`src/rtl/subtractor_pkg.sv`:
```
`default_nettype none
// ============================================================================
//  Module   : subtractor_pkg
//  Purpose  : Shared definitions for serial arithmetic controllers: the
//             controller state encoding and a helper that sizes a bit counter
//             able to reach WIDTH without wrapping.
//  Revision : 1.0  initial release
// ============================================================================
package subtractor_pkg;

    // Controller state encoding shared by serial arithmetic sequencers.
    typedef enum logic [1:0] {
        ST_IDLE = 2'd0,
        ST_RUN  = 2'd1,
        ST_DONE = 2'd2
    } state_e;

    // Bits needed for a counter that counts 0..width inclusive.
    function automatic int cnt_bits(input int width);
        return $clog2(width) + 1;
    endfunction

endpackage : subtractor_pkg
`default_nettype wire

```
`src/rtl/full_subtractor.sv`:
```
`default_nettype none
// ============================================================================
//  Module   : full_subtractor
//  Purpose  : 1-bit full subtractor cell, a - b - Bin.
//  Ports    : a, b, Bin  - minuend bit, subtrahend bit, borrow-in
//             Difference - result bit
//             Bout       - borrow-out
//  Revision : 1.0  initial release
// ============================================================================
module full_subtractor (
    input  logic a,
    input  logic b,
    input  logic Bin,
    output logic Difference,
    output logic Bout
);

    assign Difference = a ^ b ^ Bin;
    // Borrow when b exceeds a, or when they are equal and a borrow comes in.
    assign Bout       = (~a & b) | (~(a ^ b) & Bin);

endmodule : full_subtractor
`default_nettype wire

```
`src/rtl/serial_subtractor_ctrl.sv`:
```
`default_nettype none
// ============================================================================
//  Module   : serial_subtractor_ctrl
//  Purpose  : Bit-serial WIDTH-bit subtractor. Time-shares one full_subtractor
//             cell LSB-first over WIDTH cycles, holding the borrow in a flop.
//  Ports    : clk, rst_n     - clock, synchronous active-low reset
//             start          - request, sampled only when not busy
//             a, b, bin      - operands and borrow-in, captured on accept
//             busy           - bits are being processed
//             done           - one-cycle pulse, results valid
//             diff,bout,zero - (a-b-bin) mod 2^WIDTH, final borrow, diff==0
//  Revision : 1.0  initial release
// ============================================================================
module serial_subtractor_ctrl
    import subtractor_pkg::*;
#(
    parameter int WIDTH = 8
) (
    input  logic             clk,
    input  logic             rst_n,
    input  logic             start,
    input  logic [WIDTH-1:0] a,
    input  logic [WIDTH-1:0] b,
    input  logic             bin,
    output logic             busy,
    output logic             done,
    output logic [WIDTH-1:0] diff,
    output logic             bout,
    output logic             zero
);

    localparam int CNT_W = cnt_bits(WIDTH);
    localparam logic [CNT_W-1:0] c_last_bit = CNT_W'(WIDTH - 1);
    localparam logic [CNT_W-1:0] c_cnt_one  = CNT_W'(1);

    state_e           state_q,   state_d;
    logic [CNT_W-1:0] cnt_q,     cnt_d;
    logic             borrow_q,  borrow_d;
    logic [WIDTH-1:0] a_sh_q,    a_sh_d;
    logic [WIDTH-1:0] b_sh_q,    b_sh_d;
    logic [WIDTH-1:0] diff_sh_q, diff_sh_d;
    logic             busy_q,    busy_d;
    logic             done_q,    done_d;
    logic [WIDTH-1:0] diff_q,    diff_d;
    logic             bout_q,    bout_d;
    logic             zero_q,    zero_d;

    logic             w_cell_diff;
    logic             w_cell_bout;

    full_subtractor u_cell (
        .a          (a_sh_q[0]),
        .b          (b_sh_q[0]),
        .Bin        (borrow_q),
        .Difference (w_cell_diff),
        .Bout       (w_cell_bout)
    );

    always_comb begin
        state_d   = state_q;
        cnt_d     = cnt_q;
        borrow_d  = borrow_q;
        a_sh_d    = a_sh_q;
        b_sh_d    = b_sh_q;
        diff_sh_d = diff_sh_q;
        busy_d    = busy_q;
        done_d    = 1'b0;
        diff_d    = diff_q;
        bout_d    = bout_q;
        zero_d    = zero_q;

        case (state_q)
            ST_IDLE, ST_DONE: begin
                // DONE accepts a new request directly so start held high
                // yields one operation every WIDTH+1 cycles.
                busy_d = 1'b0;
                if (start) begin
                    a_sh_d    = a;
                    b_sh_d    = b;
                    borrow_d  = bin;
                    cnt_d     = '0;
                    diff_sh_d = '0;
                    busy_d    = 1'b1;
                    state_d   = ST_RUN;
                end else begin
                    state_d   = ST_IDLE;
                end
            end

            ST_RUN: begin
                // Result bits enter at the MSB so that after WIDTH shifts
                // bit 0 of the difference sits at position 0.
                diff_sh_d = (diff_sh_q >> 1) | {w_cell_diff, {(WIDTH-1){1'b0}}};
                borrow_d  = w_cell_bout;
                a_sh_d    = a_sh_q >> 1;
                b_sh_d    = b_sh_q >> 1;
                cnt_d     = cnt_q + c_cnt_one;
                if (cnt_q == c_last_bit) begin
                    // Publish the fully assembled result on the same edge
                    // that raises done.
                    diff_d  = diff_sh_d;
                    bout_d  = w_cell_bout;
                    zero_d  = (diff_sh_d == '0);
                    busy_d  = 1'b0;
                    done_d  = 1'b1;
                    state_d = ST_DONE;
                end
            end

            default: begin
                busy_d  = 1'b0;
                state_d = ST_IDLE;
            end
        endcase
    end

    always_ff @(posedge clk) begin
        if (!rst_n) begin
            state_q   <= ST_IDLE;
            cnt_q     <= '0;
            borrow_q  <= 1'b0;
            a_sh_q    <= '0;
            b_sh_q    <= '0;
            diff_sh_q <= '0;
            busy_q    <= 1'b0;
            done_q    <= 1'b0;
            diff_q    <= '0;
            bout_q    <= 1'b0;
            zero_q    <= 1'b0;
        end else begin
            state_q   <= state_d;
            cnt_q     <= cnt_d;
            borrow_q  <= borrow_d;
            a_sh_q    <= a_sh_d;
            b_sh_q    <= b_sh_d;
            diff_sh_q <= diff_sh_d;
            busy_q    <= busy_d;
            done_q    <= done_d;
            diff_q    <= diff_d;
            bout_q    <= bout_d;
            zero_q    <= zero_d;
        end
    end

    assign busy = busy_q;
    assign done = done_q;
    assign diff = diff_q;
    assign bout = bout_q;
    assign zero = zero_q;

endmodule : serial_subtractor_ctrl
`default_nettype wire

```
`config.mk`:
```
export PLATFORM = sky130hd
export DESIGN_NAME = serial_subtractor_ctrl
export DESIGN_NICKNAME = d
export VERILOG_FILES = /design/src/rtl/subtractor_pkg.sv /design/src/rtl/full_subtractor.sv /design/src/rtl/serial_subtractor_ctrl.sv
export SDC_FILE = /design/constraint.sdc
export NUM_CORES = 1
export LEC_CHECK = 0
export ABC_AREA = 1
export BUFFER_PORTS_ARGS = -buffer_cell sky130_fd_sc_hd__buf_2
export CAP_MARGIN = 40
export CORE_MARGIN = 1
export CORE_UTILIZATION = 40
export CTS_CLUSTER_DIAMETER = 150
export CTS_CLUSTER_SIZE = 10
export DETAILED_ROUTE_END_ITERATION = 8
export RECOVER_POWER = 50
export SLEW_MARGIN = 30
export SYNTH_ARGS = -nofsm -noshare
export SYNTH_HDL_FRONTEND = slang
export SYNTH_SLANG_ARGS = --single-unit
```
`constraint.sdc`:
```
create_clock -name clk -period 2.75 [get_ports clk]
set_clock_uncertainty 0.15 [all_clocks]
set_input_delay 0.1375 -clock clk [delete_from_list [all_inputs] [get_ports clk]]
set_output_delay 0.1375 -clock clk [all_outputs]
set_load 0.01 [all_outputs]
```
==> impl_summary.log, run 1 <==
[metrics] power share of the combinational group: 0.111
[metrics] Final Hold Vio Count: 0
[metrics] overall global routing resource usage: 0.1693
[metrics] Worst Path Class, Setup: flop to flop
[metrics] max-cap violation count: 0
[metrics] Net count, final: 286
[metrics] Avg Inst Size Synth: 7.446 um^2
[metrics] Layout Area Growth over Synthesis: 17.40%
[metrics] Synth top area share: 0.4877
[metrics] count of mapped cells out of synthesis: roughly 230
[metrics] area of the die: 0.004470 mm^2
[metrics] initial core utilization: 0.4177
[metrics] max-slew violations: 0
[metrics] ratio of final minimum period to clock period: 0.6967
[metrics] netlist area before placement: 0.001683 mm^2
[metrics] die extent in x: around 67 um
[metrics] detailed-route vias per instance: 4.571
[metrics] Tightest Hold Check Type: primary input to flop
[metrics] number of global-route vias before repair: 1335
[metrics] CTS tree: yes
[metrics] switching part of the total: 0.2412
[metrics] post_cts resized: 0
[metrics] Util after Layout: 0.4904
[metrics] Clock Latency Late Sink: 0.28 ns
[metrics] power spent charging and discharging nets: 283.6 uW
[metrics] Post-Route WL: 3246 um
[metrics] maximum root-to-sink buffer count: 2
[metrics] crit end category: flop
[metrics] cell internal power dissipation: between 800 and 900 uW
[metrics] leading cell type in the layout, fill and taps excluded: sky130_fd_sc_hd__nand2_1
[metrics] global-route wire length before repair: 5706 um
[metrics] total power density per cell area: around 600 mW/mm^2
[metrics] number of nets with antenna violations after routing: 0
[metrics] global route overflow: 0
[metrics] clock buffer count from CTS: 5
[metrics] nature of the critical path startpoint: flop
[metrics] Setup TNS: 0 ns
[metrics] cell row count: 23
[metrics] Setup Buffers After CTS: 0
[metrics] clock root buffer: sky130_fd_sc_hd__clkbuf_8
[metrics] placed inst area: between 0.0015 and 0.002 mm^2
[metrics] DP HPWL: 2197 um
[metrics] final setup vio count: 0
[metrics] initial antenna violation count: 0
[metrics] most frequent cells in the layout: sky130_fd_sc_hd__nand2_1, sky130_fd_sc_hd__dfxtp_1, sky130_fd_sc_hd__a21oi_1
[metrics] clock transition time at the flip-flop clock pins of the worst setup and hold paths: 0.08 ns
[metrics] final weighted congestion in routability-driven placement: 0.7391
[metrics] leakage power of the design: 0.0008370 uW
[metrics] part of the power in the clock network: 0.355
[metrics] largest fanout on the critical path: 16
[metrics] post-route DRC violation count: 0
[metrics] number of cells on the worst hold path: 5
[metrics] data arrival time of the critical path: 1.97 ns
[metrics] Core Box Area: 0.004029 mm^2
[metrics] Seq. cell area: 820.8 um^2
[metrics] final instance area: 0.001976 mm^2
[metrics] sequential fraction of design power: 0.535
[metrics] number of DRC markers in iteration 0: 60
[metrics] count of unique library cells instantiated by Yosys: 20
[metrics] nets in the synthesized netlist: 248
[metrics] Critical Path RT: roughly 2.8 ns
[metrics] Seq/Total Area, Yosys: 0.4877
[metrics] overall die height: 66.86 um
[metrics] power consumption: 1176 uW
[metrics] biggest area contributors in the synthesized netlist: sky130_fd_sc_hd__dfxtp_1, sky130_fd_sc_hd__nand2_1, sky130_fd_sc_hd__a21oi_1
[metrics] wire length per cell: between 10 and 15 um
[metrics] Top-Level Pins: 32
[metrics] cell taking the most area after synthesis: sky130_fd_sc_hd__dfxtp_1
[metrics] total via count in the routed design: 1440
[metrics] Max IR drop VDD: roughly 330 uV
[metrics] unrepaired setup endpoints after global routing: no
[metrics] Synth Warn #: 0
[metrics] logic depth of the worst register-to-register path: 7
[metrics] result of the run: finished clean
[metrics] largest net degree at the start of global routing: 27
[metrics] Max Fclk: 521.9 MHz
[metrics] clk sink count: 41
[metrics] #FFs+latches synth: 41
[metrics] drt first pass iters: 4
[metrics] number of H-tree branching levels: 2
[metrics] Fin Hold WS: 0.001067 ns
[metrics] count of hold buffers inserted by post-cts repair: 6
[metrics] fraction of layout instances using a drive strength above 1: 0.1321
[metrics] Inserted Diodes: 0
[metrics] clock period minus final worst setup slack: between 1.5 and 2 ns
[metrics] number of input and output port buffers inserted: 31
[metrics] transition at the pin with the smallest max-transition slack: just over 0.7 ns
[metrics] number of filler instances in the final layout: 437
[metrics] area taken by multi-input logic gates: 739.5 um^2
[metrics] Slew HR: 0.5234
[synthesized netlist by cell type]
| master | instances |
|---|---|
| sky130_fd_sc_hd__clkbuf_1 | 3 |
| sky130_fd_sc_hd__a21oi_1 | 35 |
| sky130_fd_sc_hd__a211oi_1 | 1 |
| sky130_fd_sc_hd__buf_6 | 5 |
| sky130_fd_sc_hd__nor2_4 | 2 |
| sky130_fd_sc_hd__ha_1 | 1 |
| sky130_fd_sc_hd__o21ai_1 | 3 |
| sky130_fd_sc_hd__dfxtp_1 | 41 |
| sky130_fd_sc_hd__fa_1 | 1 |
| sky130_fd_sc_hd__nand2_4 | 3 |
| sky130_fd_sc_hd__nor2_2 | 2 |
| sky130_fd_sc_hd__nand3_1 | 3 |
| sky130_fd_sc_hd__inv_2 | 1 |
| sky130_fd_sc_hd__inv_4 | 1 |
| sky130_fd_sc_hd__nand2_1 | 87 |
| sky130_fd_sc_hd__nand2_2 | 1 |
| sky130_fd_sc_hd__o21ai_0 | 2 |
| sky130_fd_sc_hd__clkinv_1 | 1 |
| sky130_fd_sc_hd__inv_1 | 7 |
| sky130_fd_sc_hd__nor2_1 | 26 |
[worst paths after layout]
kind	slack [ns]	from	endpoint
hold reg to reg	0.31	b_sh_q[7]	b_sh_q[7]
setup reg to reg	0.83	busy	a_sh_q[3]
setup / recovery	0.83	busy	a_sh_q[3]
hold / removal	0.001	b[1]	b_sh_q[1]
[metal layers]
| layer | vias to the layer above | part of all wire | track usage |
|---|---|---|---|
| met2 | 26 | 0.43 | 0.2677 |
| met5 | - | 0 | 0 |
| li1 | 784 | - | - |
| met1 | 625 | 0.51 | 0.2171 |
| met4 | 0 | 0.014 | 0.07181 |
| met3 | 5 | 0.044 | 0.04110 |
[kinds of logic after synthesis]
| logic type | after synthesis | synth area share |
|---|---|---|
| adder cells (fa/ha/maj) | 2 | 0.01933 |
| buffers and inverters | 18 | 0.06394 |
| AND/OR/NAND/NOR | 124 | 0.3056 |
| flip-flops | 41 | 0.4877 |
| AO/OA/AOI/OAI | 41 | 0.1234 |
[registers in the layout, indices dropped and copies added, names as in the netlist]
name	cells
diff_sh_q	7
b_sh_q	8
a_sh_q	8
done	1
borrow_q	1
state_q	1
zero	1
cnt_q	4
bout	1
busy	1
diff	8
[layout make-up]
| class | count | area share |
|---|---|---|
| sequential | 41 | 0.4155 |
| multi-input combinational | 167 | 0.3743 |
| timing repair buffer | 39 | 0.1070 |
| clock buffer | 7 | 0.04877 |
| tap | 50 | 0.03167 |
| inverter | 10 | 0.02027 |
| clock inverter | 1 | 0.002533 |
[power by group through the flow]
stage	registers [uW]	logic, uW	clock network [uW]
final	629	130	417
after global routing	631	152	462
after CTS	629	135	437
after detailed placement	643	129	0
after global placement	643	127	0
after floorplan	641	102	0
[stage by stage]
step / cells / worst slack [ns]
finish: 315 / 0.8341
global route: 315 / 0.6033
CTS: 315 / 0.9387
detailed placement: 301 / 1.166
global placement: 301 / 1.192
floorplan: 226 / 1.300
[critical path, stage by stage, from the launching register on]
cell and delay, ns:
sky130_fd_sc_hd__dfxtp_1 0.40, sky130_fd_sc_hd__inv_1 0.13, sky130_fd_sc_hd__nor2_4 0.24, sky130_fd_sc_hd__clkbuf_1 0.59
sky130_fd_sc_hd__nand2_1 0.11, sky130_fd_sc_hd__nand2_1 0.09, sky130_fd_sc_hd__a21oi_1 0.04, sky130_fd_sc_hd__nor2_1 0.09
No activity file was read; power rests on OpenSTA's default activity.
==> run 2, diff against run 1 <==
ABC_AREA = 0   (was 1)
clock period = 1.92 ns   (was 2.75 ns; I/O delays follow)
==> run 2 against run 1 <==
  * Worst setup slack got worse by 0.47 ns
  * Synthesized area is 1.9% higher
  * Final cell count fell by 9.5%
  * Utilization rose by 2.6 points
  * Sequential power grew 43%
  * Register-to-register slack worse by 0.47 ns
  * Sequential share of layout area down 2.4 points
  * Total power rose by 40%
  * Largest power group unchanged
  * Via count up 1.2%
==> impl_summary.log, run 2 <==
[metrics] number of H-tree branching levels: 2 (unchanged)
[metrics] Top-Level Pins: 32 (unchanged)
[metrics] global-route wire length before repair: 6044 um (+5.9%)
[metrics] Avg Inst Size Synth: 8.975 um^2 (+21%)
[metrics] final instance area: 0.002097 mm^2 (+6.1%)
[metrics] worst setup path endpoint: b_sh_q[6]
[metrics] slack of the worst reg-to-reg path: 0.36 ns (-0.47 ns)
[metrics] CTS tree: yes
[metrics] crit end category: flop
[metrics] logic depth of the worst register-to-register path: 4 (-3)
[metrics] Clock Latency Late Sink: 0.30 ns (+0.02 ns)
[metrics] netlist area before placement: 0.001714 mm^2 (+1.9%)
[metrics] max-cap violation count: 0 (unchanged)
[metrics] cell taking the most area after synthesis: sky130_fd_sc_hd__dfxtp_1
[metrics] leading cell type in the layout, fill and taps excluded: sky130_fd_sc_hd__dfxtp_1
[metrics] largest fanout on the critical path: 28 (+12)
[metrics] number of enable-type register cells in the synthesized netlist: 0 (unchanged)
[metrics] Layout Area Growth over Synthesis: 22.34%
[metrics] post-route DRC violation count: 0 (unchanged)
[metrics] clock period minus final worst setup slack: 1.560 ns (-0.3556 ns)
[metrics] global routing usage on met2: 0.2921 (+0.02440)
[metrics] reg-to-reg critical path endpoint: b_sh_q[6]
[metrics] Final Hold Vio Count: 0 (unchanged)
[metrics] largest net degree at the start of global routing: 29 (+7.4%)
[metrics] clock root buffer: sky130_fd_sc_hd__clkbuf_8
[metrics] nature of the critical path startpoint: flop
[metrics] post_cts resized: 0 (unchanged)
[metrics] Slew HR: 0.6200 (+0.09659)
[metrics] cell row count: 23 (unchanged)
[metrics] overall global routing resource usage: 0.1827 (+0.01335)
[metrics] total via count in the routed design: 1457 (+1.2%)
[metrics] Synth Warn #: 0 (unchanged)
[metrics] Seq/Total Area, Yosys: 0.4788 (-0.008900)
[metrics] crit path cell chain: nand2b_1 -> clkbuf_2 -> nand3_1 -> a21oi_1
[metrics] leakage power of the design: 0.0007649 uW (-8.6%)
[metrics] final weighted congestion in routability-driven placement: 0.6928 (-6.3%)
[metrics] overall die height: 67.46 um (+0.90%)
[metrics] Worst Slack Setup Final: 0.3596 ns (-0.4744 ns)
[metrics] async set-or-reset flop fraction in the synthesized netlist: 0 (unchanged)
[metrics] Tightest Hold Check Type: primary input to flop
[metrics] number of DRC markers in iteration 0: 64 (+6.7%)
[metrics] count of unique library cells instantiated by Yosys: 29 (+45%)
[metrics] drt first pass iters: 4 (unchanged)
[metrics] unrepaired setup endpoints after global routing: no
[metrics] global routing usage on met3: 0.04054 (-0.0005553)
[metrics] #FFs+latches synth: 41 (unchanged)
[metrics] Critical Path RT: 1.99 ns (-0.82 ns)
[metrics] result of the run: finished clean
[metrics] number of global-route vias before repair: 1317 (-1.3%)
[metrics] master of the slowest instance on the critical path: sky130_fd_sc_hd__clkbuf_2
[metrics] startpoint of the worst setup timing path: busy
[metrics] M1 GR Usage: 0.2239 (+0.006823)
[metrics] final setup vio count: 0 (unchanged)
[metrics] area of the die: 0.004551 mm^2 (+1.8%)
[metrics] count of mapped cells out of synthesis: 191 (-15%)
[metrics] most frequent cells in the layout: sky130_fd_sc_hd__dfxtp_1, sky130_fd_sc_hd__a21oi_1, sky130_fd_sc_hd__nand2_1
[metrics] predominant post-synthesis flop cell: sky130_fd_sc_hd__dfxtp_1
[metrics] Synth top area share: 0.4788 (-0.008900)
[metrics] total power density per cell area: 787.6 mW/mm^2 (+32%)
[metrics] number of nets with antenna violations after routing: 0 (unchanged)
[metrics] initial core utilization: 0.4224 (+0.004746)
[metrics] clk sink count: 41 (unchanged)
[metrics] maximum root-to-sink buffer count: 2 (unchanged)
[metrics] gr busiest metal: met2
[metrics] transition at the pin with the smallest max-transition slack: 0.5701 ns (-0.1449 ns)
[metrics] most repeated cell in the gate-level netlist after synthesis: sky130_fd_sc_hd__dfxtp_1
[metrics] max-slew violations: 0 (unchanged)
[metrics] fraction of layout instances using a drive strength above 1: 0.1489 (+0.01686)
[metrics] clock transition time at the flip-flop clock pins of the worst setup and hold paths: 0.08 ns (about the same)
[metrics] largest stage delay on the critical path: 0.46 ns (-0.13 ns)
[metrics] Net count, final: 256 (-10%)
[metrics] die extent in x: 67.46 um (+0.90%)
[metrics] global route overflow: 0 (unchanged)
[metrics] DP HPWL: 2134 um (-2.9%)
[metrics] data arrival time of the critical path: 1.63 ns (-0.34 ns)
[metrics] R2R Path Start: busy
[metrics] Post-Route WL: 3722 um (+15%)
[metrics] clock buffer count from CTS: 5 (unchanged)
[metrics] Core Box Area: 0.004058 mm^2 (+0.71%)
[metrics] number of filler instances in the final layout: 403 (-7.8%)
[metrics] detailed-route vias per instance: 5.112 (+12%)
[metrics] nets in the synthesized netlist: 213 (-14%)
[metrics] Synth top cells by count: sky130_fd_sc_hd__dfxtp_1, sky130_fd_sc_hd__a21oi_1, sky130_fd_sc_hd__nand2_1
[metrics] placed inst area: 0.001866 mm^2 (+0.95%)
[metrics] initial antenna violation count: 0 (unchanged)
[metrics] Inserted Diodes: 0 (unchanged)
[metrics] wire length per cell: 13.06 um (+27%)
[metrics] number of input and output port buffers inserted: 31 (unchanged)
[metrics] biggest area contributors in the synthesized netlist: sky130_fd_sc_hd__dfxtp_1, sky130_fd_sc_hd__a21oi_1, sky130_fd_sc_hd__nand3_1
[metrics] Max Fclk: 640.9 MHz (+23%)
[metrics] Max IR drop VDD: 479.9 uV (+45%)
[metrics] pre-CTS WS: 0.4211 ns (-0.7452 ns)
[metrics] Worst Path Class, Setup: flop to flop
[metrics] Setup TNS: 0 ns (unchanged)
[metrics] ratio of final minimum period to clock period: 0.8127 (+0.1160)
[run 2: cell types whose count changed in the layout (fill, tap and decap cells not counted), moves of 7 or more]
cell / before / now
sky130_fd_sc_hd__nor2_1: 27 / 0
sky130_fd_sc_hd__mux2i_1: 0 / 11
sky130_fd_sc_hd__a21oi_1: 35 / 28
sky130_fd_sc_hd__nand2_1: 88 / 28
sky130_fd_sc_hd__a22oi_1: 0 / 14
sky130_fd_sc_hd__dlygate4sd3_1: 6 / 17
sky130_fd_sc_hd__nand3_1: 3 / 27
[run 2: cell type report]
cell class	count	area (um^2)	share of cell area
inverters	3	11.26	0.005370
repair buffers	54	349.1	0.1665
multi-input cells	129	770.7	0.3675
well taps	50	62.56	0.02983
clock buffers	6	72.57	0.03461
flip-flops and latches	41	820.8	0.3914
clock inverters	2	10.01	0.004773
[run 2: per-stage QoR]
| step | cells | power (uW) | hold WS [ns] | utilization |
|---|---|---|---|---|
| after floorplan | 191 | 1049 | 0.08201 | - |
| final | 285 | 1652 | 0.1249 | 0.5168 |
| after global routing | 285 | 1726 | 0.1536 | 0.5168 |
| after detailed placement | 260 | 1099 | 0.1990 | 0.4598 |
| after CTS | 285 | 1666 | 0.1306 | 0.5220 |
| after global placement | 260 | 1099 | 0.1964 | 0.4598 |
[run 2: worst min-delay path by stage]
stage	from	end	slack, ns	depth (start not counted)
final	rst_n	cnt_q[0]	0.12	3
after global routing	rst_n	cnt_q[0]	0.15	3
after CTS	rst_n	a_sh_q[2]	0.13	3
after detailed placement	a[7]	a_sh_q[7]	0.20	3
after global placement	a[7]	a_sh_q[7]	0.20	3
after floorplan	a[7]	a_sh_q[7]	0.08	2
[run 2: repair_timing]
| action | in CTS | in global routing |
|---|---|---|
| hold buffers | 17 | 0 |
| endpoints found under the hold margin | 17 | 0 |
| buffers inserted | 0 | 0 |
[run 2: cells by family after synthesis]
group | synth area share
adder cells (fa/ha/maj) | 0.01898
flip-flops | 0.4788
multiplexers | 0.07081
AO/OA/AOI/OAI | 0.1569
buffers and inverters | 0.07152
AND/OR/NAND/NOR | 0.2029
[run 2: layer usage]
layer | part of all wire | wire (um) | vias to the layer above
li1 | - | - | 748
met1 | 0.48 | 1793 | 665
met2 | 0.45 | 1691 | 36
met3 | 0.044 | 164 | 8
met4 | 0.019 | 72 | 0
met5 | 0 | 0 | -
[run 2: power by group]
part	switching, uW	total [uW]	leakage (uW)	internal, uW
clock network	295	547	0.0000450	252
logic	113	206	0.000386	93.3
registers	18.2	899	0.000334	881
total	426	1650	0.000765	1230
[run 2: worst max-delay path, delay by kind of cell (launching register included)]
family,cells,cell delay [ns]
buffers and inverters,1,0.46
AND/OR/NAND/NOR,2,0.28
AO/OA/AOI/OAI,1,0.18
flip-flops,1,0.40
